==> src/rtl/matmul_loader.sv <==
// matmul_loader
// Streaming front end for the matrix multiplier. Elements arrive one per
// accepted valid/ready beat, row-major, all of A (M x N) followed by all of
// B (N x P). Each element lands in its own register slot, and the slots are
// wired straight out as flat buses. Once B is complete the loader stops
// accepting input and holds both operands with mats_valid high until the
// consumer pulses mats_ack. It then re-arms and loads A again.
//
// Ports
//   clk         rising-edge clock
//   rst         synchronous, active-high reset
//   in_data     signed element, row-major, A first then B
//   in_valid    in_data is valid this cycle
//   in_ready    loader accepts an element this cycle (state decode only)
//   A_flat      A(r,c) at [(r*N+c)*DATAWIDTH +: DATAWIDTH]
//   B_flat      B(r,c) at [(r*P+c)*DATAWIDTH +: DATAWIDTH]
//   mats_valid  both operands complete and stable (state decode only)
//   mats_ack    consumer has taken the operands; only honoured while full
//   loading_b   loader is currently filling B (state decode only)
module matmul_loader #(
  parameter int DATAWIDTH = 8,
  parameter int M         = 2,
  parameter int N         = 2,
  parameter int P         = 2
) (
  input  logic                        clk,
  input  logic                        rst,
  input  logic signed [DATAWIDTH-1:0] in_data,
  input  logic                        in_valid,
  output logic                        in_ready,
  output logic [M*N*DATAWIDTH-1:0]    A_flat,
  output logic [N*P*DATAWIDTH-1:0]    B_flat,
  output logic                        mats_valid,
  input  logic                        mats_ack,
  output logic                        loading_b
);

  localparam int NA   = M * N;
  localparam int NB   = N * P;
  localparam int MAXE = (NA > NB) ? NA : NB;
  localparam int IDXW = (MAXE > 1) ? $clog2(MAXE) : 1;

  // A zero-sized operand has no meaningful load sequence, so refuse to build.
  generate
    if (M < 1 || N < 1 || P < 1) begin : g_bad_dims
      $error("matmul_loader: M, N and P must all be at least 1");
    end
  endgenerate

  typedef enum logic [1:0] {
    LOAD_A = 2'd0,
    LOAD_B = 2'd1,
    FULL   = 2'd2
  } state_t;

  state_t          state_reg, state_next;
  logic [IDXW-1:0] idx_reg, idx_next;
  logic            a_we, b_we;

  always_ff @(posedge clk) begin
    if (rst) begin
      state_reg <= LOAD_A;
      idx_reg   <= '0;
    end else begin
      state_reg <= state_next;
      idx_reg   <= idx_next;
    end
  end

  // The handshake outputs depend only on state_reg. in_valid and mats_ack
  // affect only the next state and the write enables.
  always_comb begin
    state_next = state_reg;
    idx_next   = idx_reg;
    in_ready   = 1'b0;
    mats_valid = 1'b0;
    loading_b  = 1'b0;
    a_we       = 1'b0;
    b_we       = 1'b0;
    case (state_reg)
      LOAD_A: begin
        in_ready = 1'b1;
        if (in_valid) begin
          a_we = 1'b1;
          if (idx_reg == IDXW'(NA - 1)) begin
            idx_next   = '0;
            state_next = LOAD_B;
          end else begin
            idx_next = idx_reg + 1'b1;
          end
        end
      end
      LOAD_B: begin
        in_ready  = 1'b1;
        loading_b = 1'b1;
        if (in_valid) begin
          b_we = 1'b1;
          if (idx_reg == IDXW'(NB - 1)) begin
            idx_next   = '0;
            state_next = FULL;
          end else begin
            idx_next = idx_reg + 1'b1;
          end
        end
      end
      FULL: begin
        mats_valid = 1'b1;
        if (mats_ack) begin
          state_next = LOAD_A;
        end
      end
      default: begin
        state_next = LOAD_A;
        idx_next   = '0;
      end
    endcase
  end

  // One register per element. Slots are not cleared on re-arm, so during a
  // reload the buses carry a mix of new and previous elements.
  genvar gi;
  generate
    for (gi = 0; gi < NA; gi++) begin : g_a_slot
      logic [DATAWIDTH-1:0] slot_reg;
      always_ff @(posedge clk) begin
        if (rst) begin
          slot_reg <= '0;
        end else if (a_we && idx_reg == IDXW'(gi)) begin
          slot_reg <= in_data;
        end
      end
      assign A_flat[gi*DATAWIDTH +: DATAWIDTH] = slot_reg;
    end

    for (gi = 0; gi < NB; gi++) begin : g_b_slot
      logic [DATAWIDTH-1:0] slot_reg;
      always_ff @(posedge clk) begin
        if (rst) begin
          slot_reg <= '0;
        end else if (b_we && idx_reg == IDXW'(gi)) begin
          slot_reg <= in_data;
        end
      end
      assign B_flat[gi*DATAWIDTH +: DATAWIDTH] = slot_reg;
    end
  endgenerate

endmodule

==> config.mk <==
export PLATFORM = sky130hd
export DESIGN_NAME = matmul_loader
export DESIGN_NICKNAME = d
export VERILOG_FILES = /design/src/rtl/matmul_loader.sv
export SDC_FILE = /design/constraint.sdc
export NUM_CORES = 1
export LEC_CHECK = 0
export ABC_CLOCK_PERIOD_IN_PS = 3820
export BUFFER_PORTS_ARGS = -buffer_cell sky130_fd_sc_hd__buf_4
export CAP_MARGIN = 20
export CORE_MARGIN = 2
export CORE_UTILIZATION = 50
export CTS_CLUSTER_SIZE = 10
export DETAILED_ROUTE_END_ITERATION = 8
export PLACE_DENSITY = 0.89
export SYNTH_ARGS = -nofsm -noshare
export SYNTH_HDL_FRONTEND = slang
export SYNTH_SLANG_ARGS = --single-unit
==> constraint.sdc <==
create_clock -name clk -period 3.82 [get_ports clk]
set_input_delay 0.382 -clock clk [delete_from_list [all_inputs] [get_ports clk]]
set_output_delay 0.382 -clock clk [all_outputs]
set_load 0.05 [all_outputs]
## Word level (Yosys, flattened, before mapping)

Index checks and enable logic that the tools add are counted.
Widths: inputs -> output; s select.

- Equality and inequality tests: 11
- Bitwise logic cells: 1
- $add $sub $neg: 1
- Multiplexer cells: 15
- Reductions and logical operators: 13

Operators with widths:

| operator | number |
|---|---|
| $mux 2 | 7 |
| $ne 2x2->1 const B | 5 |
| $logic_and 1x1->1 | 8 |
| $eq 2x2->1 const B | 3 |
| $mux 1 | 6 |
| $pmux 2 s3 | 1 |
| $reduce_and 5->1 | 1 |
| $eq 2x1->1 const B | 2 |
| $logic_not 2->1 | 2 |
| $pmux 2 s2 | 1 |
| $add 2x1->2 const B | 1 |
| $ne 2x1->1 const B | 1 |
| $reduce_and 2->1 | 1 |
| $reduce_or 2->1 | 1 |
| $not 1->1 | 1 |

- Input bits: 12
- Logic and storage cells: 51
- Output and inout port bits: 67
- Flip-flop bits (word level): 68

## Logic depth before layout (Yosys ltp)

Gate-level depths: netlist of run 1.

- Word-level depth: 4
- Mapped depth: 5
- Gate-level depth less buffers: 4

## Worst setup path before layout of run 1

No wires, ideal clock.

- Kind: register -> output
- Start: register state_reg[1]
- End: output mats_valid
- Arrival: 1.499 ns
- Required time: 3.438 ns
- Cell stages (with the launch flop): 4
- Buffers on the path: 1
- Setup slack: 1.939 ns
- Cell sequence: dfxtp_1 -> buf_2 -> inv_1 -> nor2_1

- Word-level cells in the longest chain between the ends: 2

Ends and longest elaborated chain:

| what | RTL line | text |
|---|---|---|
| start, declared | 56 | `state_t state_reg, state_next;` |
| start signal, assigned | 65 | `state_reg <= state_next;` |
| $eq 2x2->1 | 80 | `case (state_reg)` |
| $mux 1 | 80 |  |
| end, declared | 33 | `output logic mats_valid,` |

No other way between the ends.

## Worst setup path in the final report of run 1

Ends and elaborated chain as after synthesis.

==> reports/qor.yml, run 1 <==
cells_and_area:
  final_util: 0.655
  nets: 338
  layout_common_cells: "buf_4 (78), nand2b_1 (72), dfxtp_1 (68)"
  drive_above_1_share: 0.291
  syn_to_final_growth_pct: 26.6
  antenna_cells: 0
  fin_area_mm2: 0.00359
  final_common_cell: "buf_4"
critical_path:
  worst_ep_arrival_time_ns: 1.36
  start_kind: "flip-flop"
  worstPathRequired_ns: 3.44
  crit_fanout: 17
  reg2reg_from: "idx_reg[0]"
  critPathSlowestCell: "dfxtp_1"
  cp-startpoint: "state_reg[1]"
  path_class: "reg2out"
  endpoint_kind: "output pin"
  max_stage_delay_ns: 0.60
  crit_chain: "inv_1, nor2_1, buf_4"
timing:
  finalHoldViolCount: 0
  fin_skew_ns: 0.00452
  tns_ns: 0
  rsz0062_at_grt: "no"
  min_period_ns: 1.74
  relSlewSlack: 0.535
  drv_slew: 0
  worst_slack_ns: 2.08
  period_share: 0.457
  clock.fmax_mhz: 573
  setup_violations: 0
  worst-slew-pin-transition_ns: 0.694
die:
  row_count: 27
  dieArea_mm2: 0.00628
  core_mm2: 0.00547
  pin_count: 79
  start_util: 0.517
  die_w_um: 79.3
  die_y_um: 79.3
grt:
  grt_pass1_wl_um: 9980
  grt.overflow.total: 0
  antenna_found_initial: 0
  grt_max_degree: 78
  grt_pass1_vias: 1961
  grtUsageTotal: 0.212
detailed_routing:
  totalWireLength_um: 6350
  drtIter0Drc: 55
  drc_errors: 0
  drt-wirelength-per-cell_um: 15.9
  drt_pass1_iterations: 4
  vias_per_cell: 5.11
  vias: 2034
  ant_nets: 0
yosys:
  syn_area_mm2: 0.00283
  synth_area_leaders: "dfxtp_1 (48%), mux2i_1 (23%), nand2b_1 (16%)"
  yosysTopAreaCellShare: 0.481
  synthDistinctLibCells: 25
  yosys_warnings: 0
  syn_inst: 260
  syn_avg_cell_area_um2: 10.9
  synth.ff_latch_count: 68
  synth.largest_area_cell: "dfxtp_1"
  synth_nets: 276
  synth.yosys.seq_area_share: 0.481
clock_tree:
  postCtsSetupBuffers: 0
  cts.sinks: 68
  clock_path_buffers: 2
  ctsResizeCount: 0
  h-tree-depth: 3
  postCtsHoldBufs: 0
  numCtsBuffers: 9
  insertion_delay_ns: 0.33
  cts_root_buffer: "clkbuf_8"
  tritoncts: "yes"
  clk_pin_slew_ns: 0.06
min_path:
  worstHoldStart: "mats_ack"
  hp-class: "in2reg"
run_status:
  status: "complete, no violations"
job:
  drv_cap: 0
place:
  dpl_cell_area_mm2: 0.00338
  dp_slack_ns: 2.14
  finalWeightedCongestion: 0.738
  portBuffers: 78
  dpl.hpwl_um: 4350
power_and_ir_drop:
  power.leakage_nw: 1.79
  ir_drop_mv: 0.250
  power_per_cell_area_mw_per_mm2: 414
## power by group
| part | internal [mW] | total (mW) | switching [mW] |
|---|---|---|---|
| Sequential | 0.724 | 0.734 | 0.0103 |
| Clock | 0.352 | 0.598 | 0.246 |
| Combinational | 0.0552 | 0.150 | 0.0949 |
## final timing paths
path | cells after the start | slack, ns | to
max | 3 | 2.08 | mats_valid
min | 3 | 0.32 | state_reg[1]
max reg2reg | 3 | 2.12 | g_a_slot[3].slot_reg[6]
min reg2reg | 2 | 0.48 | g_b_slot[1].slot_reg[0]
## final cells by class
cell class / count / area [um^2]
Tap cell: 72 / 90.1
Clock inverter: 1 / 30.0
Timing Repair Buffer: 78 / 586
Sequential cell: 68 / 1360
Fill cell: 462 / 1890
Clock buffer: 14 / 173
Multi-Input combinational cell: 162 / 1340
Inverter: 3 / 11.3
## critical path: cells and delay by family, from the launching register on
kind / cells / cell delay, ns
buffers and inverters: 2 / 0.31
DFF: 1 / 0.60
and+or+nand+nor: 1 / 0.12
## per-layer routing
metal  up-vias  wire, um  track usage
met4         0       102       0.0931
met2        69      2960        0.347
li1        986         -            -
met3         9       376       0.0523
met5         -         0            0
met1       970      2900        0.266
## cells in the mapped netlist (all sizes together)
| library cell | instances |
|---|---|
| nand2b | 72 |
| dfxtp | 68 |
| mux2i | 64 |
| buf | 14 |
| clkbuf | 13 |
| nand4bb | 5 |
| ha | 4 |
| inv | 3 |
| nand4b | 3 |
| nand3b | 2 |
| or3b | 2 |
| a211oi | 1 |
| a21bo | 1 |
| a21oi | 1 |
| a31oi | 1 |
| and4b | 1 |
| mux2 | 1 |
| nor2 | 1 |
| nor2b | 1 |
| o31ai | 1 |
| or4b | 1 |
## metrics by stage
step                hold WS (ns)  cells  power, mW
floorplan                  0.502    260      0.857
global placement           0.461    383      0.898
detailed placement         0.468    383      0.901
CTS                        0.304    398       1.50
global route               0.334    398       1.53
finish                     0.322    398       1.48
## kinds of logic (layout without fill, tap and decap cells)
logic type | count (synthesis) | after routing | share of synthesized area
adder cells (fa/ha/maj) | 4 | 4 | 0.0177
buffers and inverters | 30 | 96 | 0.0477
AND/OR/NAND/NOR | 88 | 88 | 0.211
flip-flops | 68 | 68 | 0.481
AO/OA/AOI/OAI | 5 | 5 | 0.0128
multiplexers | 65 | 65 | 0.230
Note: power is estimated with default switching activity, not from simulation.
==> run 2: changes to the inputs <==
- ABC_CLOCK_PERIOD_IN_PS: 3820 -> 1700
- clock period: 3.82 -> 1.7 ns (I/O delays scaled with it)
==> run 2 against run 1 <==
Effect of this change:
- total power rose by 120%
- global-route usage grew 0.095 points
- largest cell class unchanged
- critical endpoint unchanged
- sequential cell count unchanged
- largest power group unchanged
==> reports/qor.yml, run 2 (synthesized netlist as in run 1, its figures left out) <==
run_status:
  status: "complete, no violations"
timing:
  period_share: 0.902
  finalHoldViolCount: 0  # unchanged
  min_period_ns: 1.53
  worst-slew-pin-transition_ns: 0.480  # -0.213 ns
  relSlewSlack: 0.680  # +0.145
  rsz0062_at_grt: "no"
  worst_slack_ns: 0.166  # -1.91 ns
  fin_skew_ns: 0.00568  # +0.00116 ns
  tns_ns: 0  # unchanged
  clock.fmax_mhz: 652
  drv_slew: 0  # unchanged
  setup_violations: 0  # unchanged
clock_tree:
  tritoncts: "yes"
  clk_pin_slew_ns: 0.07  # about the same
  cts_root_buffer: "clkbuf_8"
  numCtsBuffers: 9  # unchanged
  postCtsSetupBuffers: 0  # unchanged
  insertion_delay_ns: 0.33  # about the same
  postCtsHoldBufs: 0  # unchanged
  cts.sinks: 68  # unchanged
  h-tree-depth: 3  # unchanged
  clock_path_buffers: 2  # unchanged
  ctsResizeCount: 0  # unchanged
grt:
  antenna_found_initial: 0  # unchanged
  grt.overflow.total: 0  # unchanged
  grt_pass1_vias: 2052  # +4.6%
  grtUsageTotal: 0.213  # +0.000946
  grt_max_degree: 42  # -46%
  grt_pass1_wl_um: 10200  # +2.0%
place:
  dp_slack_ns: 0.277  # -1.87 ns
  portBuffers: 78  # unchanged
  finalWeightedCongestion: 0.806  # +9.3%
  dpl_cell_area_mm2: 0.00346  # +2.2%
  dpl.hpwl_um: 4420  # +1.6%
critical_path:
  path_class: "reg2out"
  endpoint_kind: "output pin"
  crit_fanout: 17  # unchanged
  worstPathRequired_ns: 1.53  # -1.91 ns
  start_kind: "flip-flop"
  worst_ep_arrival_time_ns: 1.36  # about the same
power_and_ir_drop:
  power.share.sequential: 0.507  # +0.012
  power_per_cell_area_mw_per_mm2: 892  # +120%
  ir_drop_mv: 0.526  # +110%
  p_comb_frac: 0.109  # +0.008
  power.leakage_nw: 1.83  # +1.9%
  internal_power_mw: 2.43  # +110%
  swShare: 0.252  # +0.0153
  pwr-share-clk: 0.384  # -0.020
  switchingPower_mw: 0.820  # +130%
cells_and_area:
  final_common_cell: "buf_4"
  fin_area_mm2: 0.00364  # +1.6%
  drive_above_1_share: 0.315  # +0.0231
  syn_to_final_growth_pct: 28.6
  antenna_cells: 0  # unchanged
  nets: 348  # +3.0%
  layout_common_cells: "buf_4 (88), nand2b_1 (72), dfxtp_1 (68)"
detailed_routing:
  totalWireLength_um: 6440  # +1.6%
  vias_per_cell: 5.07  # -0.78%
  drc_errors: 0  # unchanged
  vias: 2074  # +2.0%
  drt_pass1_iterations: 4  # unchanged
  ant_nets: 0  # unchanged
  drtIter0Drc: 61  # +11%
  drt-wirelength-per-cell_um: 15.8  # -1.2%
min_path:
  hp-class: "in2reg"
die:
  core_mm2: 0.00547  # unchanged
  die_y_um: 79.3  # unchanged
  dieArea_mm2: 0.00628  # unchanged
  start_util: 0.517  # unchanged
  die_w_um: 79.3  # unchanged
  row_count: 27  # unchanged
  pin_count: 79  # unchanged
job:
  drv_cap: 0  # unchanged
==> run 2: path summary, 6_finish.rpt <==
kind / cells past startpoint / to / slack, ns / start
setup / recovery: 3 / mats_valid / 0.17 / state_reg[1]
hold / removal: 3 / state_reg[1] / 0.11 / mats_ack
setup reg to reg: 4 / g_a_slot[3].slot_reg[6] / 0.28 / idx_reg[0]
hold reg to reg: 2 / g_b_slot[2].slot_reg[7] / 0.48 / g_b_slot[2].slot_reg[7]
==> run 2: routing by layer <==
layer / GRT usage / part of all wire
met5: 0 / 0
met3: 0.0705 / 0.054
met2: 0.348 / 0.47
met1: 0.274 / 0.47
met4: 0.0500 / 0.0036
==> run 2: layout make-up <==
type | count | area (um^2)
Clock buffer | 11 | 131
Clock inverter | 5 | 52.6
Fill cell | 449 | 1830
Inverter | 3 | 11.3
Multi-Input combinational cell | 162 | 1340
Sequential cell | 68 | 1360
Tap cell | 72 | 90.1
Timing Repair Buffer | 88 | 661
==> run 2: worst max-delay path: stages, from the launching register on <==
cell	delay, ns
dfxtp_1	0.60
inv_1	0.11
nor2_1	0.12
buf_4	0.21
==> run 2: power by group through the flow <==
stage / sequential [mW] / clock [mW] / combinational (mW)
CTS: 1.65 / 1.27 / 0.355
detailed placement: 1.68 / 0 / 0.353
finish: 1.65 / 1.25 / 0.353
global route: 1.65 / 1.36 / 0.372
global placement: 1.68 / 0 / 0.347
floorplan: 1.78 / 0 / 0.144
==> run 2: stage by stage <==
| step | std cells | hold slack [ns] | total power [mW] | util |
|---|---|---|---|---|
| global placement | 393 | 0.439 | 2.03 | 0.632 |
| detailed placement | 393 | 0.445 | 2.04 | 0.632 |
| finish | 409 | 0.106 | 3.25 | 0.666 |
| global route | 409 | 0.103 | 3.38 | 0.666 |
| floorplan | 260 | 0.352 | 1.93 | - |
| CTS | 409 | 0.0966 | 3.28 | 0.666 |
